### config.mk
export PLATFORM = sky130hd
export DESIGN_NAME = updown_mod_counter
export DESIGN_NICKNAME = d
export VERILOG_FILES = /design/src/rtl/updown_mod_counter.sv
export SDC_FILE = /design/constraint.sdc
export NUM_CORES = 1
export LEC_CHECK = 0
export BUFFER_PORTS_ARGS = -buffer_cell sky130_fd_sc_hd__buf_2
export CELL_PAD_IN_SITES_DETAIL_PLACEMENT = 1
export CELL_PAD_IN_SITES_GLOBAL_PLACEMENT = 1
export CORE_ASPECT_RATIO = 1.2
export CORE_UTILIZATION = 32
export CTS_CLUSTER_SIZE = 24
export DETAILED_ROUTE_END_ITERATION = 8
export PLACE_DENSITY_LB_ADDON = 0.1
export SETUP_SLACK_MARGIN = 0.2
export SLEW_MARGIN = 20
export SYNTH_ARGS = -nofsm -noshare
export SYNTH_HDL_FRONTEND = slang
export SYNTH_SLANG_ARGS = --single-unit
export TNS_END_PERCENT = 10
### constraint.sdc
create_clock -name CLOCK -period 1.7 [get_ports CLOCK]
set_clock_uncertainty 0.05 [all_clocks]
set_input_delay 0.17 -clock CLOCK [delete_from_list [all_inputs] [get_ports CLOCK]]
set_output_delay 0.17 -clock CLOCK [all_outputs]
set_load 0.02 [all_outputs]
### src/rtl/updown_mod_counter.sv
// Parametrised up/down modulo counter: programmable step, wrap or saturate,
// clamped parallel load, and registered overflow/underflow event pulses.
module updown_mod_counter #(
    parameter int WIDTH    = 5,
    parameter int MODULUS  = 2**WIDTH,
    parameter bit SATURATE = 1'b0
) (
    input  logic             CLOCK,
    input  logic             RESET,
    input  logic             CLEAR,
    input  logic             ENABLE,
    input  logic             LOAD,
    input  logic             UP,
    input  logic [WIDTH-1:0] STEP,
    input  logic [WIDTH-1:0] DATA,
    output logic [WIDTH-1:0] COUNT,
    output logic             OVF,
    output logic             UNF,
    output logic             AT_MAX,
    output logic             AT_ZERO
);

    localparam logic [WIDTH:0]   MOD_W = (WIDTH+1)'(MODULUS);
    localparam logic [WIDTH-1:0] MAX_C = WIDTH'(MODULUS - 1);

    logic [WIDTH:0]   sum;
    logic [WIDTH-1:0] count_nxt;
    logic             ovf_nxt;
    logic             unf_nxt;

    // Sum is one bit wider so the modulus compare sees the true carry.
    assign sum = {1'b0, COUNT} + {1'b0, STEP};

    always_comb begin
        count_nxt = COUNT;
        ovf_nxt   = 1'b0;
        unf_nxt   = 1'b0;
        if (CLEAR) begin
            count_nxt = '0;
        end else if (LOAD) begin
            count_nxt = ({1'b0, DATA} < MOD_W) ? DATA : MAX_C;
        end else if (ENABLE) begin
            if (UP) begin
                if (sum < MOD_W) begin
                    count_nxt = sum[WIDTH-1:0];
                end else begin
                    ovf_nxt = 1'b1;
                    // Wrapped result is below MODULUS, so WIDTH-bit arithmetic is exact.
                    count_nxt = SATURATE ? MAX_C : (sum[WIDTH-1:0] - MOD_W[WIDTH-1:0]);
                end
            end else begin
                if (STEP <= COUNT) begin
                    count_nxt = COUNT - STEP;
                end else begin
                    unf_nxt   = 1'b1;
                    count_nxt = SATURATE ? '0 : (COUNT + MOD_W[WIDTH-1:0] - STEP);
                end
            end
        end
    end

    always_ff @(posedge CLOCK or negedge RESET) begin
        if (!RESET) begin
            COUNT <= '0;
            OVF   <= 1'b0;
            UNF   <= 1'b0;
        end else begin
            COUNT <= count_nxt;
            OVF   <= ovf_nxt;
            UNF   <= unf_nxt;
        end
    end

    assign AT_MAX  = (COUNT == MAX_C);
    assign AT_ZERO = (COUNT == '0);

    // Simulation-only guards: unknown controls and out-of-range steps.
    always_ff @(posedge CLOCK) begin
        if (RESET) begin
            assert (!$isunknown({CLEAR, ENABLE, LOAD, UP}))
                else $error("updown_mod_counter: X on control input");
            if (ENABLE && !LOAD && !CLEAR) begin
                assert (!$isunknown(STEP) && ({1'b0, STEP} < MOD_W))
                    else $error("updown_mod_counter: STEP out of range");
            end
        end
    end

endmodule

* Yosys cells after proc, flatten, opt, wreduce, memory -nomap -nowiden
Cells that the tools add are included.
Word-level totals: register bits 7
Cells by class: add/subtract/negate cells 2, order comparisons 2, equal/unequal tests 1, multiplexer cells 14, reduce and logical (&&, ||, !) cells 2
Operator list (number):
- $mux 5 | 4
- $mux 1 | 10
- $add 5x5->6 | 1
- $lt 6x6->1 const B | 1
- $eq 5x5->1 const B | 1
- $le 5x5->1 | 1
- $logic_not 5->1 | 1
- $sub 5x5->5 | 1
- $reduce_bool 3->1 | 1

* Logic depth before layout (Yosys ltp)
depth after elaboration 7, gate-level depth with buffers 8

* Worst setup path before layout
Ideal clock, no wire load.
path type reg-to-reg, from register COUNT[2], to register UNF, setup time 0.111 ns, arrival time 1.781 ns, required time 1.539 ns, slack -0.242 ns, cell stages (with the launch flop) 8, buffers on the path 1, path through dfrtp_1 -> ha_1 -> buf_6 -> a21oi_2 -> nand2_1 -> a31o_1 -> a21o_1 -> a2111oi_2
On the way: cells in the longest elaborated chain, start to end 6
Ends and longest elaborated chain:
- from (decl) | line 16 | output logic [WIDTH-1:0] COUNT,
- from (signal assigned) | line 68 | COUNT <= count_nxt;
- $le 5x5->1 | line 52 | if (STEP <= COUNT) begin
- $mux 1 | line 52
- $mux 1 | line 43 | if (UP) begin
- $mux 1 | line 42 | end else if (ENABLE) begin
- $mux 1 | line 40 | end else if (LOAD) begin
- $mux 1 | line 38 | if (CLEAR) begin
- via unf_nxt | line 29 | logic unf_nxt;
- to (signal assigned) | line 70 | UNF <= unf_nxt;
- to (decl) | line 18 | output logic UNF,
The timed path passes the listed nets, and every way through them passes these cells. A chain may end at the register's enable or synchronous reset.

* Final worst setup path
from register COUNT[0], to register COUNT[2]
On the way: cells in the longest elaborated chain, start to end 5
Ends and longest elaborated chain (line):
- $sub 5x5->5 / $add 5x5->6 (equally long branches) | 53, 56, 32
- $mux 5 * | 43
- $mux 5 * | 42
- $mux 5 * | 40
- $mux 5 * | 38
Every way passes the cells marked *; elsewhere a longest branch is shown, timed or not. The select of a mux whose other input is x is not followed.

==> metrics.md <==
| Metric | Value |
|---|---|
| Sequential Area | `177.7 um2` |
| Layout cells sized above 1 | `0.4766` |
| Vias in the first global route | `approximately 810` |
| HP Class | `in2reg` |
| Final worst slack | `-0.1163 ns` |
| Synth Register Bits | `7` |
| Avg Cell Area, Syn | `roughly 8.5 um2` |
| DP Cell Count | `149` |
| Status | `finished with violations` |
| Placement Cell Area | `roughly 980 um2` |
| Relative slew slack | `0.8327` |
| DR vias | `804` |
| I/O Pins | `25` |
| RD Place Congestion | `0.8254` |
| Final min period | `1.816 ns` |
| Clock root buffer | `clkbuf_4` |
| Core box area | `~0.0021 mm2` |
| Number of max-cap violations | `0` |
| Total grt overflow | `0` |
| Die ar. | `0.002516 mm2` |
| Cell area after layout | `~0.0011 mm2` |
| Critical path arrival | `between 1.5 and 2 ns` |
| Final core utilization | `0.5325` |
| Crit path max fanout | `3` |
| # nets final | `around 160` |
| Static Leak | `approximately 0.57 nW` |
| Vias/cell | `5.089` |
| Synth cell types | `33` |
| CTS tree | `built` |
| Clock Latency Late Sink | `approximately 0.25 ns` |
| Critical Path RT | `roughly 1.8 ns` |
| Design Power | `0.6979 mW` |
| Antenna Nets Post-Route | `0` |
| Setup crit start kind | `flip-flop` |
| Syn Inst Count | `between 80 and 90` |
| Area delta synth->final | `51.94%` |
| Fill cells | `278` |
| CTS Buf Count | `3` |
| Met3 Usage GRT | `0.009901` |
| Setup TNS | `-0.4072 ns` |
| Die Ht | `around 55 um` |
| Violation count after the first detailed-route iteration | `8` |
| Ant diodes | `0` |
| Average wire per standard cell | `15.53 um` |
| Port buffer count | `24` |
| Net Count, Synth | `roughly 120` |
| Most used routing layer | `met2` |
| Clk sink count | `7` |
| Starting Density | `0.3505` |
| Final wirelength | `2.453 mm` |
| Initial antenna violation count | `0` |
| Period Utilization, post-route | `1.068` |
| RSZ-0062 raised after global routing | `yes` |
| Yosys warning count | `0` |
| Multi-input gate area | `580.6 um2` |
| FMAX | `550.6 MHz` |
| Grt met1 use | `0.2535` |
| # rows | `18` |
| Slew @ Worst Pin | `roughly 0.25 ns` |
| Power per cell area | `~620 mW/mm2` |
| Die Wd | `between 40 and 50 um` |
| Critical setup path kind | `reg2reg` |
| Largest net degree at the start of global routing | `13` |
| 1st-pass router iterations | `2` |
| Non-filler cells, final | `158` |
| Met2 usage | `0.3498` |
| DRC viols | `0` |
| Top-count cell post-synth | `nor2_1` |
| Final Hold Fails | `0` |
| List of most frequent post-synthesis cells | `nor2_1, ha_1, inv_1` |
| Commonest register cell after synthesis | `dfrtp_1` |
| Reg2Reg Setup Slack | `-0.12 ns` |
| Worst setup EP type | `flip-flop` |
| Post-synth EDFFs | `0` |
| Final Slew Violations | `0` |
| First-pass GRT wire length | `around 3.6 mm` |
| Clock slew at reported path FFs | `0.05 ns` |
| Violated checks | `setup timing` |
| Synth area leader | `dfrtp_1` |
| Endpoints failing setup | `5` |
| Dpl hpwl | `around 1.8 mm` |
| Peak supply drop | `0.3866 mV` |
| Clock Path Buffers | `2` |
| H-tree Lvls | `1` |
| Share of the synthesized area in the top cell type | `0.2361` |
| GRT Total Usage | `0.1995` |
| Post-synthesis cell area | `between 700 and 800 um2` |
| Sequential share of the synthesized area | `0.2361` |
| Ys async rst share | `1.000` |
| Top cells by area, synth | `dfrtp_1, ha_1, nor2_1` |
[registers in the layout (all words and copies together) (netlist names)]
signal  count
UNF         1
COUNT       5
OVF         1
[per-layer routing]
layer | vias to the layer above | wire (um)
li1 | 387 | -
met1 | 403 | 1064
met2 | 12 | 1328
met3 | 2 | 44
met4 | 0 | 16
met5 | - | 0
[final timing paths]
path	from	to	cells past startpoint
setup / recovery	COUNT[0]$_DFFE_PN0P_	COUNT[2]$_DFFE_PN0P_	8
hold / removal	CLEAR	COUNT[0]$_DFFE_PN0P_	2
setup reg to reg	COUNT[0]$_DFFE_PN0P_	COUNT[2]$_DFFE_PN0P_	8
hold reg to reg	COUNT[4]$_DFFE_PN0P_	COUNT[4]$_DFFE_PN0P_	2
max in group asynchronous	RESET	COUNT[2]$_DFFE_PN0P_	2
min in group asynchronous	RESET	COUNT[4]$_DFFE_PN0P_	2
[logic make-up after synthesis]
logic type,count (synthesis),synth area share
AND/OR/NAND/NOR,28,0.1956
multiplexers,4,0.05397
buffers and inverters,15,0.08937
adder cells (fa/ha/maj),12,0.2226
flip-flops,7,0.2361
AO/OA/AOI/OAI,19,0.1787
XOR/XNOR,2,0.02361
[final cells by class]
type	count	share of cell area
Clock buffer	4	0.02331
Inverter	11	0.03663
Multi-Input combinational cell	65	0.5150
Sequential cell	7	0.1576
Tap cell	30	0.03330
Timing Repair Buffer	41	0.2342
[metrics by stage]
stage,worst slack (ns),hold WS (ns)
final,-0.1163,0.1031
after global routing,-0.1760,0.09559
after CTS,-0.1145,0.09458
after detailed placement,-0.1469,-0.02776
after global placement,-0.1264,-0.03030
after floorplan,-0.09160,-0.1756
[cells in the final DEF, fill, tap and decap left out, types with 3 or more instances in the layout]
| master | count |
|---|---|
| a21oi_1 | 5 |
| buf_2 | 23 |
| buf_4 | 14 |
| buf_6 | 3 |
| clkbuf_4 | 3 |
| dfrtp_1 | 5 |
| ha_1 | 7 |
| ha_4 | 3 |
| inv_1 | 8 |
| inv_2 | 3 |
| mux2i_1 | 4 |
| nand3_1 | 3 |
| nor2_1 | 9 |
| nor2b_1 | 3 |
| nor3_1 | 3 |
[worst max-delay path, stage by stage (launching register included)]
cell,delay (ns)
dfrtp_2,0.42
inv_2,0.07
ha_4,0.16
fa_2,0.34
nor2_1,0.11
a21oi_1,0.06
xnor2_1,0.23
a211oi_1,0.11
nor3_1,0.17
[power breakdown]
group          leakage (nW)  switching, mW  total (mW)  internal, mW
logic                 0.461          0.181       0.351         0.170
clock network        0.0150         0.0628       0.153        0.0897
registers            0.0901         0.0153       0.194         0.179
total                 0.566          0.259       0.698         0.439
[timing repair]
item / CTS / global route
resized for setup: 7 / 13
hold endpoints to repair: 7 / 0
pin swaps: 2 / 2
setup endpoints to repair: 7 / 7
buffers inserted: 3 / 1
hold buffers: 1 / 0
Power figures use the tool's default switching activity.
